--- src/rtl/cpu_mem_pkg.sv ---
// Shared types and defaults for the instruction/data memory port arbiter.
package cpu_mem_pkg;

  localparam int DEF_ADDR_W = 10;
  localparam int DEF_DATA_W = 32;

  typedef enum logic [1:0] {
    OWN_NONE,
    OWN_IF,
    OWN_DATA
  } mem_owner_e;

  typedef enum logic [1:0] {
    ST_IDLE,
    ST_CMD,
    ST_WAIT
  } arb_state_e;

endpackage

--- src/rtl/mem_arb_select.sv ---
// Grant decision for the shared memory port: data first, fetch otherwise.
// Define MEM_ARB_ANTISTARVE_EN to force a fetch grant after STARVE_LIMIT data wins.
module mem_arb_select
  import cpu_mem_pkg::*;
#(
  parameter int STARVE_LIMIT = 4
) (
`ifdef MEM_ARB_ANTISTARVE_EN
  input  logic clk_i,
`endif
  input  logic rst_i,
  input  logic idle_i,
  input  logic if_req_i,
  input  logic d_req_i,
  output logic if_gnt_o,
  output logic d_gnt_o
);

  logic force_if;

`ifdef MEM_ARB_ANTISTARVE_EN
  localparam int SW = $clog2(STARVE_LIMIT + 1);

  logic [SW-1:0] starve_q, starve_d;

  assign force_if = (starve_q >= SW'(STARVE_LIMIT));

  // Counts data wins taken while fetch was waiting; saturates at the limit.
  always_comb begin
    starve_d = starve_q;
    if (!if_req_i || if_gnt_o) begin
      starve_d = '0;
    end else if (d_gnt_o && (starve_q != SW'(STARVE_LIMIT))) begin
      starve_d = starve_q + 1'b1;
    end
  end

  always_ff @(posedge clk_i or posedge rst_i) begin
    if (rst_i) begin
      starve_q <= '0;
    end else begin
      starve_q <= starve_d;
    end
  end
`else
  assign force_if = 1'b0;
`endif

  always_comb begin
    if_gnt_o = 1'b0;
    d_gnt_o  = 1'b0;
    if (!rst_i && idle_i) begin
      if (if_req_i && (force_if || !d_req_i)) begin
        if_gnt_o = 1'b1;
      end else if (d_req_i) begin
        d_gnt_o = 1'b1;
      end
    end
  end

endmodule

--- src/rtl/mem_port_arbiter.sv ---
// Shares one single-port memory between fetch reads and EX-stage loads/stores.
// Optional fetch anti-starvation is enabled by defining MEM_ARB_ANTISTARVE_EN.
module mem_port_arbiter
  import cpu_mem_pkg::*;
#(
  parameter int ADDR_W       = DEF_ADDR_W,
  parameter int DATA_W       = DEF_DATA_W,
  parameter int MEM_LAT      = 1,
  parameter int STARVE_LIMIT = 4
) (
  input  logic              clk,
  input  logic              rst,
  input  logic              if_req,
  input  logic [ADDR_W-1:0] if_addr,
  output logic              if_gnt,
  output logic              if_rvalid,
  output logic [DATA_W-1:0] if_rdata,
  output logic              stall_fetch,
  input  logic              d_req,
  input  logic              d_we,
  input  logic [ADDR_W-1:0] d_addr,
  input  logic [DATA_W-1:0] d_wdata,
  output logic              d_gnt,
  output logic              d_done,
  output logic [DATA_W-1:0] d_rdata,
  output logic              mem_en,
  output logic              mem_we,
  output logic [ADDR_W-1:0] mem_addr,
  output logic [DATA_W-1:0] mem_wdata,
  input  logic [DATA_W-1:0] mem_rdata,
  output logic              busy
);

  // state   | meaning
  // ST_IDLE | arbitrate; previous access completion pulse is visible here
  // ST_CMD  | single memory command cycle from the latched request
  // ST_WAIT | latency countdown; read data captured at terminal count

  localparam int CNT_W = $clog2(MEM_LAT) + 1;

  if (MEM_LAT < 1) begin : g_bad_lat
    $error("mem_port_arbiter: MEM_LAT must be >= 1");
  end
  if (STARVE_LIMIT < 1) begin : g_bad_starve
    $error("mem_port_arbiter: STARVE_LIMIT must be >= 1");
  end

  arb_state_e        state_q, state_d;
  mem_owner_e        owner_q;
  logic [CNT_W-1:0]  cnt_q, cnt_d;
  logic [ADDR_W-1:0] addr_q;
  logic [DATA_W-1:0] wdata_q;
  logic              we_q;
  logic [DATA_W-1:0] if_rdata_q, d_rdata_q;
  logic              if_rvalid_q, d_done_q;
  logic              last_wait;

  mem_arb_select #(
    .STARVE_LIMIT (STARVE_LIMIT)
  ) u_select (
`ifdef MEM_ARB_ANTISTARVE_EN
    .clk_i    (clk),
`endif
    .rst_i    (rst),
    .idle_i   (state_q == ST_IDLE),
    .if_req_i (if_req),
    .d_req_i  (d_req),
    .if_gnt_o (if_gnt),
    .d_gnt_o  (d_gnt)
  );

  always_ff @(posedge clk or posedge rst) begin
    if (rst) begin
      state_q <= ST_IDLE;
    end else begin
      state_q <= state_d;
    end
  end

  always_comb begin
    state_d = state_q;
    unique case (state_q)
      ST_IDLE: if (if_gnt || d_gnt) state_d = ST_CMD;
      ST_CMD:  state_d = ST_WAIT;
      ST_WAIT: if (cnt_q == '0) state_d = ST_IDLE;
      default: state_d = ST_IDLE;
    endcase
  end

  always_comb begin
    mem_en = 1'b0;
    mem_we = 1'b0;
    busy   = 1'b1;
    unique case (state_q)
      ST_IDLE: busy = 1'b0;
      ST_CMD: begin
        mem_en = 1'b1;
        mem_we = we_q;
      end
      default: ;
    endcase
  end

  assign last_wait = (state_q == ST_WAIT) && (cnt_q == '0);

  always_comb begin
    cnt_d = cnt_q;
    if (state_q == ST_CMD) begin
      cnt_d = CNT_W'(MEM_LAT - 1);
    end else if ((state_q == ST_WAIT) && (cnt_q != '0)) begin
      cnt_d = cnt_q - 1'b1;
    end
  end

  // Command registers double as the held memory address/data outside CMD.
  always_ff @(posedge clk or posedge rst) begin
    if (rst) begin
      cnt_q   <= '0;
      owner_q <= OWN_NONE;
      addr_q  <= '0;
      we_q    <= 1'b0;
      wdata_q <= '0;
    end else begin
      cnt_q <= cnt_d;
      if (d_gnt) begin
        owner_q <= OWN_DATA;
        addr_q  <= d_addr;
        we_q    <= d_we;
        wdata_q <= d_wdata;
      end else if (if_gnt) begin
        owner_q <= OWN_IF;
        addr_q  <= if_addr;
        we_q    <= 1'b0;
      end
    end
  end

  always_ff @(posedge clk or posedge rst) begin
    if (rst) begin
      if_rvalid_q <= 1'b0;
      d_done_q    <= 1'b0;
      if_rdata_q  <= '0;
      d_rdata_q   <= '0;
    end else begin
      if_rvalid_q <= last_wait && (owner_q == OWN_IF);
      d_done_q    <= last_wait && (owner_q == OWN_DATA);
      if (last_wait && (owner_q == OWN_IF)) begin
        if_rdata_q <= mem_rdata;
      end
      // Stores complete without disturbing the last load result.
      if (last_wait && (owner_q == OWN_DATA) && !we_q) begin
        d_rdata_q <= mem_rdata;
      end
    end
  end

  assign mem_addr    = addr_q;
  assign mem_wdata   = wdata_q;
  assign if_rvalid   = if_rvalid_q;
  assign d_done      = d_done_q;
  assign if_rdata    = if_rdata_q;
  assign d_rdata     = d_rdata_q;
  assign stall_fetch = if_req && !if_gnt && !rst;

endmodule

--- config.mk ---
export PLATFORM = sky130hd
export DESIGN_NAME = mem_port_arbiter
export DESIGN_NICKNAME = d
export VERILOG_FILES = /design/src/rtl/cpu_mem_pkg.sv /design/src/rtl/mem_arb_select.sv /design/src/rtl/mem_port_arbiter.sv
export SDC_FILE = /design/constraint.sdc
export NUM_CORES = 1
export LEC_CHECK = 0
export ABC_AREA = 1
export CORE_MARGIN = 5
export CORE_UTILIZATION = 35
export DETAILED_ROUTE_END_ITERATION = 10
export PLACE_DENSITY = 0.75
export SLEW_MARGIN = 20
export SYNTH_ARGS = -nofsm -noshare
export SYNTH_HDL_FRONTEND = slang
export SYNTH_HIERARCHICAL = 1
export SYNTH_SLANG_ARGS = --single-unit
--- constraint.sdc ---
create_clock -name clk -period 6.4 [get_ports clk]
set_clock_uncertainty 0.15 [all_clocks]
set_input_delay 0.64 -clock clk [delete_from_list [all_inputs] [get_ports clk]]
set_output_delay 0.64 -clock clk [all_outputs]
set_load 0.02 [all_outputs]
; ---- Word-level counts from Yosys, hierarchy flattened
; Cells that the tools add are included.
[totals]
wordCells = 55
output_inout_bits = 114
register_bits = 114
input_bits = 89
[classes]
n_bitwise = 1
n_eq_ne = 6
n_addsub = 1
n_mux = 19
reduce_logical = 18
[op_table]
columns = cell, n
row1 = 10-bit two-way mux, 2
row2 = 1-bit two-way mux, 12
row3 = 1-bit logical AND, 9
row4 = 2-bit two-way mux, 4
row5 = 2-bit case mux with 3 select lines, 1
row6 = "2-bit by 1-bit equality test with 1-bit output, second input constant", 2
row7 = "2-bit equality test, second input constant", 2
row8 = 1-bit zero test, 4
row9 = "2-bit != test, second input constant", 2
row10 = 2-bit nonzero test, 2
row11 = 2-bit zero test, 1
row12 = 2-bit AND reduction, 1
row13 = 1-bit logical OR, 1
row14 = 1-bit inverter, 1
row15 = "1-bit subtractor, second input constant", 1

; ---- Depth between registers and ports, before layout
[logic_depth]
depth_word = 7
ltp_mapped = 8
mapped_depth_nobuf = 7

; ---- By module
; Netlist, hierarchy kept.
[by_module_without_submodules]
columns = mod, cells_each, area_each_um2, n_inst
row1 = mem_port_arbiter, 502, 4479.3, 1
row2 = mem_arb_select, 6, 27.5, 1

; ---- Worst setup path after synthesis
; No wires, ideal clock.
[synth_path]
kind = in2out
startpoint = in rst
endpoint = out stall_fetch
path_slack_ns = 4.323
required_ns = 5.610
path_buffers = 0
arrival_time_ns = 1.287
path_stages = 6
path_cell_list = inv_1 nand2_2 nor2_2 inv_1 nand2_1 nor2_1
[synth_via]
elab_chain_cells = 6
[synth_lines]
columns = item, line
row1 = start: declaration, mem_port_arbiter.sv:12  ; input logic rst,
row2 = 1-bit zero test, mem_arb_select.sv:52  ; if (!rst_i && idle_i) begin
row3 = 1-bit logical AND, mem_arb_select.sv:52
row4 = 1-bit two-way mux, mem_arb_select.sv:52
row5 = via if_gnt, mem_port_arbiter.sv:15  ; output logic if_gnt,
row6 = 1-bit zero test, mem_port_arbiter.sv:163  ; assign stall_fetch = if_req && !if_gnt && !rst;
row7 = 1-bit logical AND (2 in a row), mem_port_arbiter.sv:163
row8 = end: declaration, mem_port_arbiter.sv:18  ; output logic stall_fetch,
; The timed path passes the listed nets, and every way through them passes these cells.

; ---- Worst setup path in the final report
[layout_path]
startpoint = in rst
endpoint = out d_gnt
[layout_via]
elab_chain_cells = 3
[layout_lines]
columns = item, line
row1 = 1-bit zero test, mem_arb_select.sv:52
row2 = 1-bit logical AND, mem_arb_select.sv:52
row3 = 1-bit two-way mux, mem_arb_select.sv:52
row4 = end: declaration, mem_port_arbiter.sv:23  ; output logic d_gnt,
; Every way passes these cells.

==> flow_metrics.py <==
metrics = {
    "run_status": {
        "status": "complete, no violations",
    },
    "setup_path": {
        "endpoint_kind": "primary output",
        "startpoint_type": "input pin",
        "path_max_fanout": 48,
        "path_class": "in -> out",
        "crit_path_start": "rst",
        "r2r-start": "state_q[1]$_DFFE_PP0P_",
        "cp_data_required_time_ps": 5610,
        "cp.arrival_ps": 2840,
        "path_common_cell": "clkdlybuf4s50_1",
        "critical-path-slowest-cell": "clkdlybuf4s50_1",
        "worstPathCellList": "clkdlybuf4s50_1 -> inv_1 -> nand2_2 -> nor2_4 -> clkdlybuf4s50_1",
        "slowest_delay_ps": 770,
    },
    "placed_design": {
        "portBuffers": 202,
        "dp_slack_ps": 2754,
        "place_congestion": 0.7765,
        "dp_cells": 859,
        "post-dp-hpwl_um": 9547,
    },
    "timing": {
        "worst_slack_ps": 2767,
        "finalCritPeriodShare": 0.5677,
        "fmax_mhz": 275.3,
        "finalSetupTns_ps": 0,
        "fin_crit_ps": 3633,
        "setup_viol": 0,
        "rsz0062_at_grt": "false",
        "worst_slew_pin_slew_ps": 1002,
        "hold_viol": 0,
        "drv_slew": 0,
        "max-slew-margin-rel": 0.3307,
    },
    "clocking": {
        "cts_tree": "yes",
        "holdBufCountCts": 0,
        "cts-buffers-inserted": 17,
        "htree_levels": 4,
        "cts-root-buf": "clkbuf_16",
        "insertion_delay_ps": 400,
        "path_clk_slew_ps": 50,
        "clkSinkCount": 114,
        "cts_resized": 0,
        "postCtsSetupRepairBufs": 0,
        "clock_path_buffers": 2,
    },
    "routing": {
        "drc": 0,
        "vias": 4177,
        "drt_pass1_iterations": 4,
        "avgRoutedWirePerCell_um": 15.17,
        "ant_nets": 0,
        "wl_met3_um": 1288,
        "topRoutingLayerUsed": "met4",
        "met1_length_um": 5695,
        "wl_met2_um": 6354,
        "viasPerCell": 4.688,
        "drtIter0Drc": 276,
        "wirelength_um": 13520,
    },
    "finish": {
        "final_nets": 795,
        "fin_cells": 891,
        "final_core_util": 0.5782,
        "diodes": 0,
        "drive_gt1_frac": 0.06259,
        "area_growth_pct": 61.91,
    },
    "global_routing": {
        "overflow": 0,
        "grt_first_pass_wirelength_um": 21580,
        "grt_pass1_vias": 4290,
        "antenna_found_initial": 0,
        "grt_usage": 0.1819,
        "grt_max_degree": 69,
    },
    "yosys": {
        "synth_top_cell_by_area": "dfrtp_1",
        "synthTopCellsByArea": "dfrtp_1 (63%), nand2_1 (24%), nand4_1 (4.4%), buf_2 (1.8%), nand3_1 (1.3%)",
        "synth.top_cell.area_share": 0.6330,
        "synth.distinct_cells": 21,
        "syn_area_per_cell_um2": 8.872,
        "syn_inst": 508,
        "synth-seq-area-share": 0.6330,
        "synth_seq_cells": 114,
        "yosysWarnings": 6,
        "synthesis.nets": 597,
        "syn_area_um2": 4507,
    },
    "pwr": {
        "leakage_uw": 0.003486,
        "vdd_drop_max_uv": 192.1,
        "power.density_nw_per_um2": 512.9,
        "power.total_uw": 3743,
    },
    "die": {
        "chipHeight_um": 123.5,
        "ios": 203,
        "chipWidth_um": 123.5,
        "die_area_um2": 15250,
        "rows": 41,
        "initial_core_util": 0.3571,
        "core_um2": 12620,
    },
    "min_path": {
        "min_from": "mem_wdata[16]$_DFFE_PP0P_",
        "hold_path_class": "reg -> reg",
    },
    "flow_run": {
        "max-cap-violations": 0,
    },
}
synthesized netlist by cell type:
library cell  count
a21oi_1           1
a22o_1            1
buf_1             3
buf_2            16
buf_6             3
clkbuf_1          5
clkinv_1          1
clkinv_2          1
dfrtp_1         114
inv_1            11
inv_2             1
nand2_1         290
nand2_2           3
nand3_1          12
nand3_2           1
nand4_1          32
nor2_1            8
nor2_2            2
nor2_4            1
nor4_1            1
o21ai_0           1
critical path, delay by kind of cell:
| family | cells | cell delay (ps) |
|---|---|---|
| AND/OR/NAND/NOR | 2 | 840 |
| buffers and inverters | 3 | 1350 |
per-stage QoR:
| stage | hold slack [ps] | cell area [um^2] |
|---|---|---|
| detailed placement | 307.3 | 6643 |
| finish | 320.3 | 7297 |
| CTS | 322.0 | 7297 |
| floorplan | 282.3 | 4507 |
| global route | 338.3 | 7297 |
| global placement | 303.7 | 6643 |
cell type report:
cell class                 instances  area [um^2]
fill                            1120         5323
sequential                       114         2853
timing repair buffer             206         2052
multi-input combinational        353         1466
clock buffer                      23        478.0
tap                              172        215.2
clock inverter                     9        176.4
inverter                          14        56.30
layout by cell type (no fill, tap or decap), types with 2 or more instances in the layout:
master | synthesis | final
buf_4 | 0 | 4
nor2_1 | 8 | 6
nand2_2 | 3 | 3
inv_1 | 11 | 10
bufinv_16 | 0 | 5
dfrtp_1 | 114 | 114
nor2_4 | 1 | 2
clkbuf_8 | 0 | 3
nand3_1 | 12 | 12
clkdlybuf4s50_1 | 0 | 202
nor2_2 | 2 | 3
clkinv_2 | 1 | 3
clkbuf_1 | 5 | 3
nand2_1 | 290 | 290
nand4_1 | 32 | 32
clkbuf_16 | 0 | 17
registers in the layout, summed over array words and instances (netlist names):
signal / count
state_q: 2
if_rvalid: 1
mem_addr: 10
mem_wdata: 32
owner_q: 2
we_q: 1
cnt_q: 1
if_rdata: 32
d_done: 1
d_rdata: 32
report_power, final:
| group | internal [uW] | switching [uW] |
|---|---|---|
| registers | 1020 | 178 |
| logic | 683 | 814 |
| clock network | 722 | 322 |
| total | 2430 | 1310 |
cells by family (layout without fill, tap and decap cells):
| kind of cell | after synthesis | count (layout) | share of synthesized area |
|---|---|---|---|
| simple gates | 350 | 350 | 0.3190 |
| flops | 114 | 114 | 0.6330 |
| compound gates | 3 | 3 | 0.004163 |
| buf+inv | 41 | 252 | 0.04386 |
layer usage:
metal	GRT usage	vias to the layer above
li1	-	1994
met1	0.2313	1975
met2	0.2888	192
met3	0.06816	16
met4	0.05675	0
met5	0	-
worst paths after layout:
check                                       endpoint  slack, ps  cells after the start
setup / recovery                               d_gnt       2770                      5
hold / removal             mem_wdata[16]$_DFFE_PP0P_        320                      2
min in group asynchronous    mem_addr[5]$_DFFE_PP0P_        560                      2
max in group asynchronous    d_rdata[23]$_DFFE_PP0P_       4250                      3
hold reg to reg            mem_wdata[16]$_DFFE_PP0P_        320                      2
setup reg to reg           mem_wdata[12]$_DFFE_PP0P_       3540                      6
(Power assumes the default switching activity.)
